===== config.mk =====
export PLATFORM = sky130hd
export DESIGN_NAME = cnt_seq_monitor
export DESIGN_NICKNAME = d
export VERILOG_FILES = /design/src/rtl/cnt_seq_monitor.sv
export SDC_FILE = /design/constraint.sdc
export NUM_CORES = 1
export LEC_CHECK = 0
export BUFFER_PORTS_ARGS = -buffer_cell sky130_fd_sc_hd__clkbuf_2
export CORE_UTILIZATION = 55
export CTS_BUF_LIST = sky130_fd_sc_hd__clkbuf_4 sky130_fd_sc_hd__clkbuf_8
export CTS_CLUSTER_DIAMETER = 30
export CTS_CLUSTER_SIZE = 12
export DETAILED_ROUTE_END_ITERATION = 8
export PLACE_DENSITY = 0.8
export REMOVE_ABC_BUFFERS = 1
export SYNTH_ARGS = -nofsm -noshare
export SYNTH_HDL_FRONTEND = slang
export SYNTH_SLANG_ARGS = --single-unit

===== constraint.sdc =====
create_clock -name clk -period 3 [get_ports clk]
set_input_delay 0.6 -clock clk [delete_from_list [all_inputs] [get_ports clk]]
set_output_delay 0.6 -clock clk [all_outputs]
set_load 0.01 [all_outputs]

===== src/rtl/cnt_seq_monitor.sv =====
// Receive-side checker for a signed up-counter stream: tracks the expected next
// sample, flags illegal transitions and keeps wrap/restart/error/run statistics.
module cnt_seq_monitor #(
    parameter int W     = 5,
    parameter int CW    = 8,
    parameter int RW    = 6,
    parameter int TOP   = 15,
    parameter int START = -5
) (
    input  logic                clk,
    input  logic                rst,
    input  logic                src_rst,
    input  logic                in_vld,
    input  logic signed [W-1:0] in_num,
    input  logic                clr,
    output logic                err,
    output logic                err_sticky,
    output logic [CW-1:0]       err_cnt,
    output logic [CW-1:0]       wrap_cnt,
    output logic [CW-1:0]       restart_cnt,
    output logic [RW-1:0]       run_len,
    output logic [RW-1:0]       max_run,
    output logic                tracking
);

    localparam logic signed [W-1:0] TOP_V   = W'(TOP);
    localparam logic signed [W-1:0] START_V = W'(START);

    typedef enum logic [1:0] {
        S_IDLE  = 2'd0,
        S_START = 2'd1,
        S_TRACK = 2'd2
    } state_t;

    state_t              state;
    logic signed [W-1:0] p;

    // p+1 is formed one bit wider so TOP+1 can never alias onto the most negative sample.
    logic signed [W:0] p_inc;
    logic signed [W:0] v_ext;
    logic              is_step;
    logic              is_zero;
    logic              is_wrap;
    logic              is_restart;
    logic              is_err;
    logic [RW-1:0]     run_inc;
    logic [CW-1:0]     err_inc;
    logic [CW-1:0]     wrap_inc;
    logic [CW-1:0]     restart_inc;

    always_comb begin
        p_inc       = {p[W-1], p} + (W+1)'(1);
        v_ext       = {in_num[W-1], in_num};
        is_step     = (v_ext == p_inc);
        is_zero     = (in_num == '0);
        is_wrap     = is_zero && (p == TOP_V);
        is_restart  = is_zero && !is_step && !is_wrap;
        is_err      = !is_step && !is_zero;
        run_inc     = (&run_len)     ? run_len     : run_len + RW'(1);
        err_inc     = (&err_cnt)     ? err_cnt     : err_cnt + CW'(1);
        wrap_inc    = (&wrap_cnt)    ? wrap_cnt    : wrap_cnt + CW'(1);
        restart_inc = (&restart_cnt) ? restart_cnt : restart_cnt + CW'(1);
    end

    always_ff @(posedge clk) begin
        if (rst) begin
            state       <= S_IDLE;
            p           <= '0;
            err         <= 1'b0;
            err_sticky  <= 1'b0;
            err_cnt     <= '0;
            wrap_cnt    <= '0;
            restart_cnt <= '0;
            run_len     <= '0;
            max_run     <= '0;
            tracking    <= 1'b0;
        end else begin
            err <= 1'b0;
            if (src_rst) begin
                state    <= S_START;
                tracking <= 1'b0;
            end else if (in_vld) begin
                p        <= in_num;
                state    <= S_TRACK;
                tracking <= 1'b1;
                unique case (state)
                    S_IDLE: begin
                    end
                    S_START: begin
                        if (in_num != START_V) begin
                            err        <= 1'b1;
                            err_sticky <= 1'b1;
                            err_cnt    <= err_inc;
                            run_len    <= '0;
                        end
                    end
                    S_TRACK: begin
                        if (is_step) begin
                            run_len <= run_inc;
                            max_run <= (run_inc > max_run) ? run_inc : max_run;
                        end else if (is_wrap) begin
                            wrap_cnt <= wrap_inc;
                            run_len  <= '0;
                        end else if (is_restart) begin
                            restart_cnt <= restart_inc;
                            run_len     <= '0;
                        end else if (is_err) begin
                            err        <= 1'b1;
                            err_sticky <= 1'b1;
                            err_cnt    <= err_inc;
                            run_len    <= '0;
                        end
                    end
                    default: begin
                    end
                endcase
            end
            // Clearing overrides any statistic update from a sample in the same cycle.
            if (clr) begin
                err_sticky  <= 1'b0;
                err_cnt     <= '0;
                wrap_cnt    <= '0;
                restart_cnt <= '0;
                run_len     <= '0;
                max_run     <= '0;
            end
        end
    end

endmodule

---- Word-level counts from Yosys, hierarchy flattened ----
Index checks and enable logic that the tools add are counted.
Widths: inputs -> output; s select.
word-level totals
  register bits after elaboration ......... 45
  memories kept ........................... 0
  latch bits .............................. 0
  RAM bits ................................ 0
  memory bits (read-only) ................. 0
  word-level logic and storage cells ...... 84
operators by class
  multiply operators ...................... 0
  muxes and demuxes ....................... 28
  magnitude comparators ................... 1
  eq/ne operators ......................... 11
  divide/modulo/power cells ............... 0
  bitwise gates (word level) .............. 6
  shift operators ......................... 0
  add/sub/neg operators ................... 5
  reductions and logical operators ........ 23
operators with widths
  operator             number
  $mux 8               6
  $mux 6               6
  $reduce_and 8->1     4
  $add 8x1->8 const B  3
  $pmux 8 s2           1
  $mux 1               12
  $pmux 6 s2           1
  $reduce_and 6->1     2
  $ne 2x2->1 const B   5
  $reduce_and 5->1     2
  $reduce_and 7->1     1
  $add 5x2->6 const B  1
  $add 6x1->6 const B  1
  $eq 5x6->1           1
  $gt 6x6->1           1
  $not 1->1            6
  $eq 5x5->1 const B   1
  $logic_not 5->1      1
  $ne 5x4->1 const B   1
  $ne 5x5->1 const B   1
  $logic_and 1x1->1    4
  $pmux 1 s2           2
  $reduce_bool 2->1    2
  $reduce_or 2->1      2
  5 further kinds      7

---- Longest topological paths before layout ----
  word-level depth ........................ 9
  mapped depth ............................ 13

---- Worst setup path after synthesis ----
No wires, ideal clock.
  path type ............................... register to register
  from .................................... reg run_len[0]
  to ...................................... reg max_run[3]
  period minus slack after synthesis ...... 2663 ps
  stages on the path, launching flop included .. 11
  data required time ...................... 2909 ps
  buffers on the path ..................... 1
  path slack .............................. 337 ps
  setup time .............................. 91 ps
  arrival time ............................ 2572 ps
  cells stage by stage .................... dfxtp_1 -> ha_1 -> and2_1 -> nand4_1 -> mux2_2 -> ha_1 -> a21o_1 -> a221oi_1 -> and3b_1 -> buf_4 -> a311oi_1
between the ends
  longest elaborated chain between the ends .. 4
ends and longest elaborated chain
  element                                          RTL line  RTL
  from (decl)                                      21        output logic [RW-1:0] run_len,
  from (signal assigned)                           99        run_len <= run_inc;
  $add 6x1->6 or $reduce_and 6->1 (tied branches)  59        run_inc = (&run_len) ? run_len : run_len + RW'(1);
  $mux 6 *                                         59
  named net run_inc[1]                             46        logic [RW-1:0] run_inc;
  $gt 6x6->1 *                                     100       max_run <= (run_inc > max_run) ? run_inc : max_run;
  $reduce_and 5->1 (no line) *                     --
  to (signal assigned)                             100
  to (decl)                                        22        output logic [RW-1:0] max_run,
Mark *: on every way through the listed nets, which the timed path passes. The rest lies on a longest branch.
A chain may end at the register's enable or synchronous reset.

---- Worst setup path in the final report ----
Same ends and word-level chain as after synthesis.

==> out/results.ini <==
[sta]
fin_crit_ns = 2.87
whs_ns = 0.472
final_max_slew_viol_count = 0
fin_crit_sh = 0.957
fin_ws_ns = 0.128
rsz0062_at_grt = no
fmax_ghz = 0.348
hold_viol = 0
relSlewSlack = 0.547
skew_ns = 0.00749
worst_pin_slew_ns = 0.680
final-setup-viol-count = 0
setup_tns_ns = 0

[logic_synthesis]
synthAdderAreaFrac = 0.0716
ys_warn_count = 0
yosys_register_bits = 45
synth-compound-area-share = 0.164
ys_async_sr_fraction = 0
synth_flop_cell = dfxtp_1
synthSimpleGateAreaFrac = 0.244
ys_types = 51
synth_most_common_cell = dfxtp_1
avgSynthCellArea_um2 = 8.46
synth_top_family_by_area = simple AND/OR/NAND/NOR gates
synthMuxAreaShare = 0.0461
synth.area.top_cells = dfxtp_1 (37%), ha_1 (7.2%), nor2_1 (5.1%)
synthTopCellsByCount = dfxtp_1 (45), nor2_1 (33), nand2_1 (25)
syn_area_um2 = 2440
yosys.area_share.xor_xnor = 0.0573
synth-seq-area-share = 0.368
synthCells = 289
synth_edf_count = 0
yosysTopAreaCell = dfxtp_1
netlist.area_leader.share = 0.368

[routing]
ant_nets = 0
drc = 0
drtIter0Drc = 176
wl_um = 5500
vias_per_cell = 5.88
dr.pass1.iters = 4
vias = 2282
wl_per_cell_um = 14.2

[min_path]
min_to = err_sticky$_SDFFE_PP0P_
worstHoldPathType = flop to flop
min_delay_path_depth = 1
hp-start = err_sticky$_SDFFE_PP0P_

[critical_path]
r2r_cells = 9
cp_slowest_stage_delay_ns = 0.41
r2r_start = run_len[0]$_SDFFE_PP0P_
cpMaxStageDelayCell = mux2_4
start_kind = flop
required_ns = 3.20
worstPathMaxFanout = 7
end_kind = flop
rr_endpoint = max_run[3]$_SDFFE_PP0P_
crit_buf_inv = 0
path_cells = ha_1 -> and2_4 -> nand4_1 -> mux2_4 -> ha_1 -> a21o_1 -> a221oi_1 -> and3b_2 -> a311oi_1
critical_path_class = flop to flop
critPathTopFamily = simple AND/OR/NAND/NOR gates
crit_top_cell = ha_1
cp.arrival_ns = 3.07
r2r_slack_ns = 0.13

[cts]
hold_buffers = 0
clockBufferDepth = 2
path_clk_slew_ns = 0.08
numCtsBuffers = 5
clockRootBuffer = clkbuf_8
tritoncts = built
clkSinkCount = 45
clk_latency_ns = 0.30
cts_htree_levels = 2

[die]
io_pins = 49
fp.dieW_um = 68.7
die-area_um2 = 4720
die_y_um = 68.7
initial_core_util = 0.590
fp-row-count = 23
core_area_um2 = 4140

[outcome]
status = complete, no violations

[pwr]
total_power_mw = 1.13
p_per_area_nw_per_um2 = 396
vdd_ir_drop_max_mv = 0.262
p_leak_nw = 1.14

[placed_design]
gp_congestion = 0.819
placed_area_um2 = 2730
hpwl_um = 3910
dp_worst_setup_slack_ns = 0.0897
io_buffers = 48
dp.cells = 380

[cells_and_area]
diodes = 0
fin_cells = 388
stdcell_area_um2 = 2860
layout-drive-gt1-share = 0.219
syn_to_final_growth_pct = 16.8
nets = 362
fin_util = 0.689

[run]
cap_violations = 0

[global_routing]
first_global_vias = 1956
antenna_found_initial = 0
grt_max_degree = 35
grt_pass1_wl_um = 8670
overflow = 0
grt_usage = 0.251

where the power goes:
| group | switching (mW) | internal (mW) | total [mW] |
|---|---|---|---|
| Sequential | 0.00520 | 0.602 | 0.607 |
| Combinational | 0.0448 | 0.0258 | 0.0706 |
| Clock | 0.210 | 0.242 | 0.453 |
| Total | 0.260 | 0.870 | 1.13 |
area by class of cell:
class	instances	area (µm²)
Inverter	17	63.8
Multi-Input combinational cell	215	1440
Clock buffer	5	68.8
Fill cell	360	1290
Timing Repair Buffer	54	285
Clock inverter	2	35.0
Sequential cell	45	903
Tap cell	50	62.6
sequential cells by signal, indices dropped and copies added, names as in the netlist:
| signal | count |
|---|---|
| err | 1 |
| err_cnt | 8 |
| err_sticky | 1 |
| max_run | 6 |
| p | 5 |
| restart_cnt | 8 |
| run_len | 6 |
| state | 2 |
| wrap_cnt | 8 |
what timing repair did:
action	in CTS	in global routing
buffers inserted	0	1
cloned	0	0
gates resized for setup	1	5
setup endpoints to repair	1	6
per-layer routing:
| layer | GRT usage | vias up | wire length, µm |
|---|---|---|---|
| met3 | 0.0609 | 5 | 262 |
| met5 | 0 | - | 0 |
| met2 | 0.419 | 59 | 2600 |
| met4 | 0.0833 | 0 | 57 |
| met1 | 0.314 | 1081 | 2580 |
| li1 | - | 1137 | - |
placed cells by master (no fill, tap or decap), types with 3 or more instances in the layout:
cell | Yosys | final
and3_1 | 7 | 7
nand2_1 | 25 | 25
nand3_1 | 13 | 13
xor2_1 | 4 | 4
a22oi_1 | 6 | 6
o21ai_1 | 4 | 4
or3_1 | 3 | 3
nor2_1 | 33 | 33
clkbuf_2 | 0 | 48
mux2i_1 | 9 | 9
nand4_1 | 6 | 6
inv_1 | 17 | 17
nand2b_1 | 3 | 3
or4_1 | 7 | 7
clkbuf_8 | 0 | 5
a21oi_1 | 19 | 18
dfxtp_1 | 45 | 43
a21o_1 | 3 | 3
o31ai_1 | 6 | 6
nor3_1 | 3 | 3
ha_1 | 14 | 14
xnor2_1 | 12 | 12
nor4_1 | 4 | 4
buf_4 | 2 | 6
logic make-up (layout without fill, tap and decap cells):
logic type / Yosys count / count (layout)
adders and majority gates: 14 / 14
and+or+nand+nor: 117 / 117
xor gates and xnor gates: 16 / 16
buffers and inverters: 29 / 78
muxes: 11 / 11
AOI/OAI and AO/OA: 57 / 57
DFF: 45 / 45
worst max-delay path by stage:
stage	startpoint	to	slack, ns	cells past startpoint
3_5_place_dp	run_len[0]$_SDFFE_PP0P_	max_run[1]$_SDFFE_PP0P_	0.09	10
6_report	run_len[0]$_SDFFE_PP0P_	max_run[3]$_SDFFE_PP0P_	0.13	9
3_3_place_gp	run_len[0]$_SDFFE_PP0P_	max_run[5]$_SDFFE_PP0P_	0.23	10
2_1_floorplan	p[0]$_SDFFE_PP0P_	max_run[0]$_SDFFE_PP0P_	0.15	9
5_1_grt	run_len[0]$_SDFFE_PP0P_	max_run[3]$_SDFFE_PP0P_	0.002	9
4_1_cts	run_len[0]$_SDFFE_PP0P_	max_run[3]$_SDFFE_PP0P_	0.08	9
No activity file was read; power rests on OpenSTA's default activity.
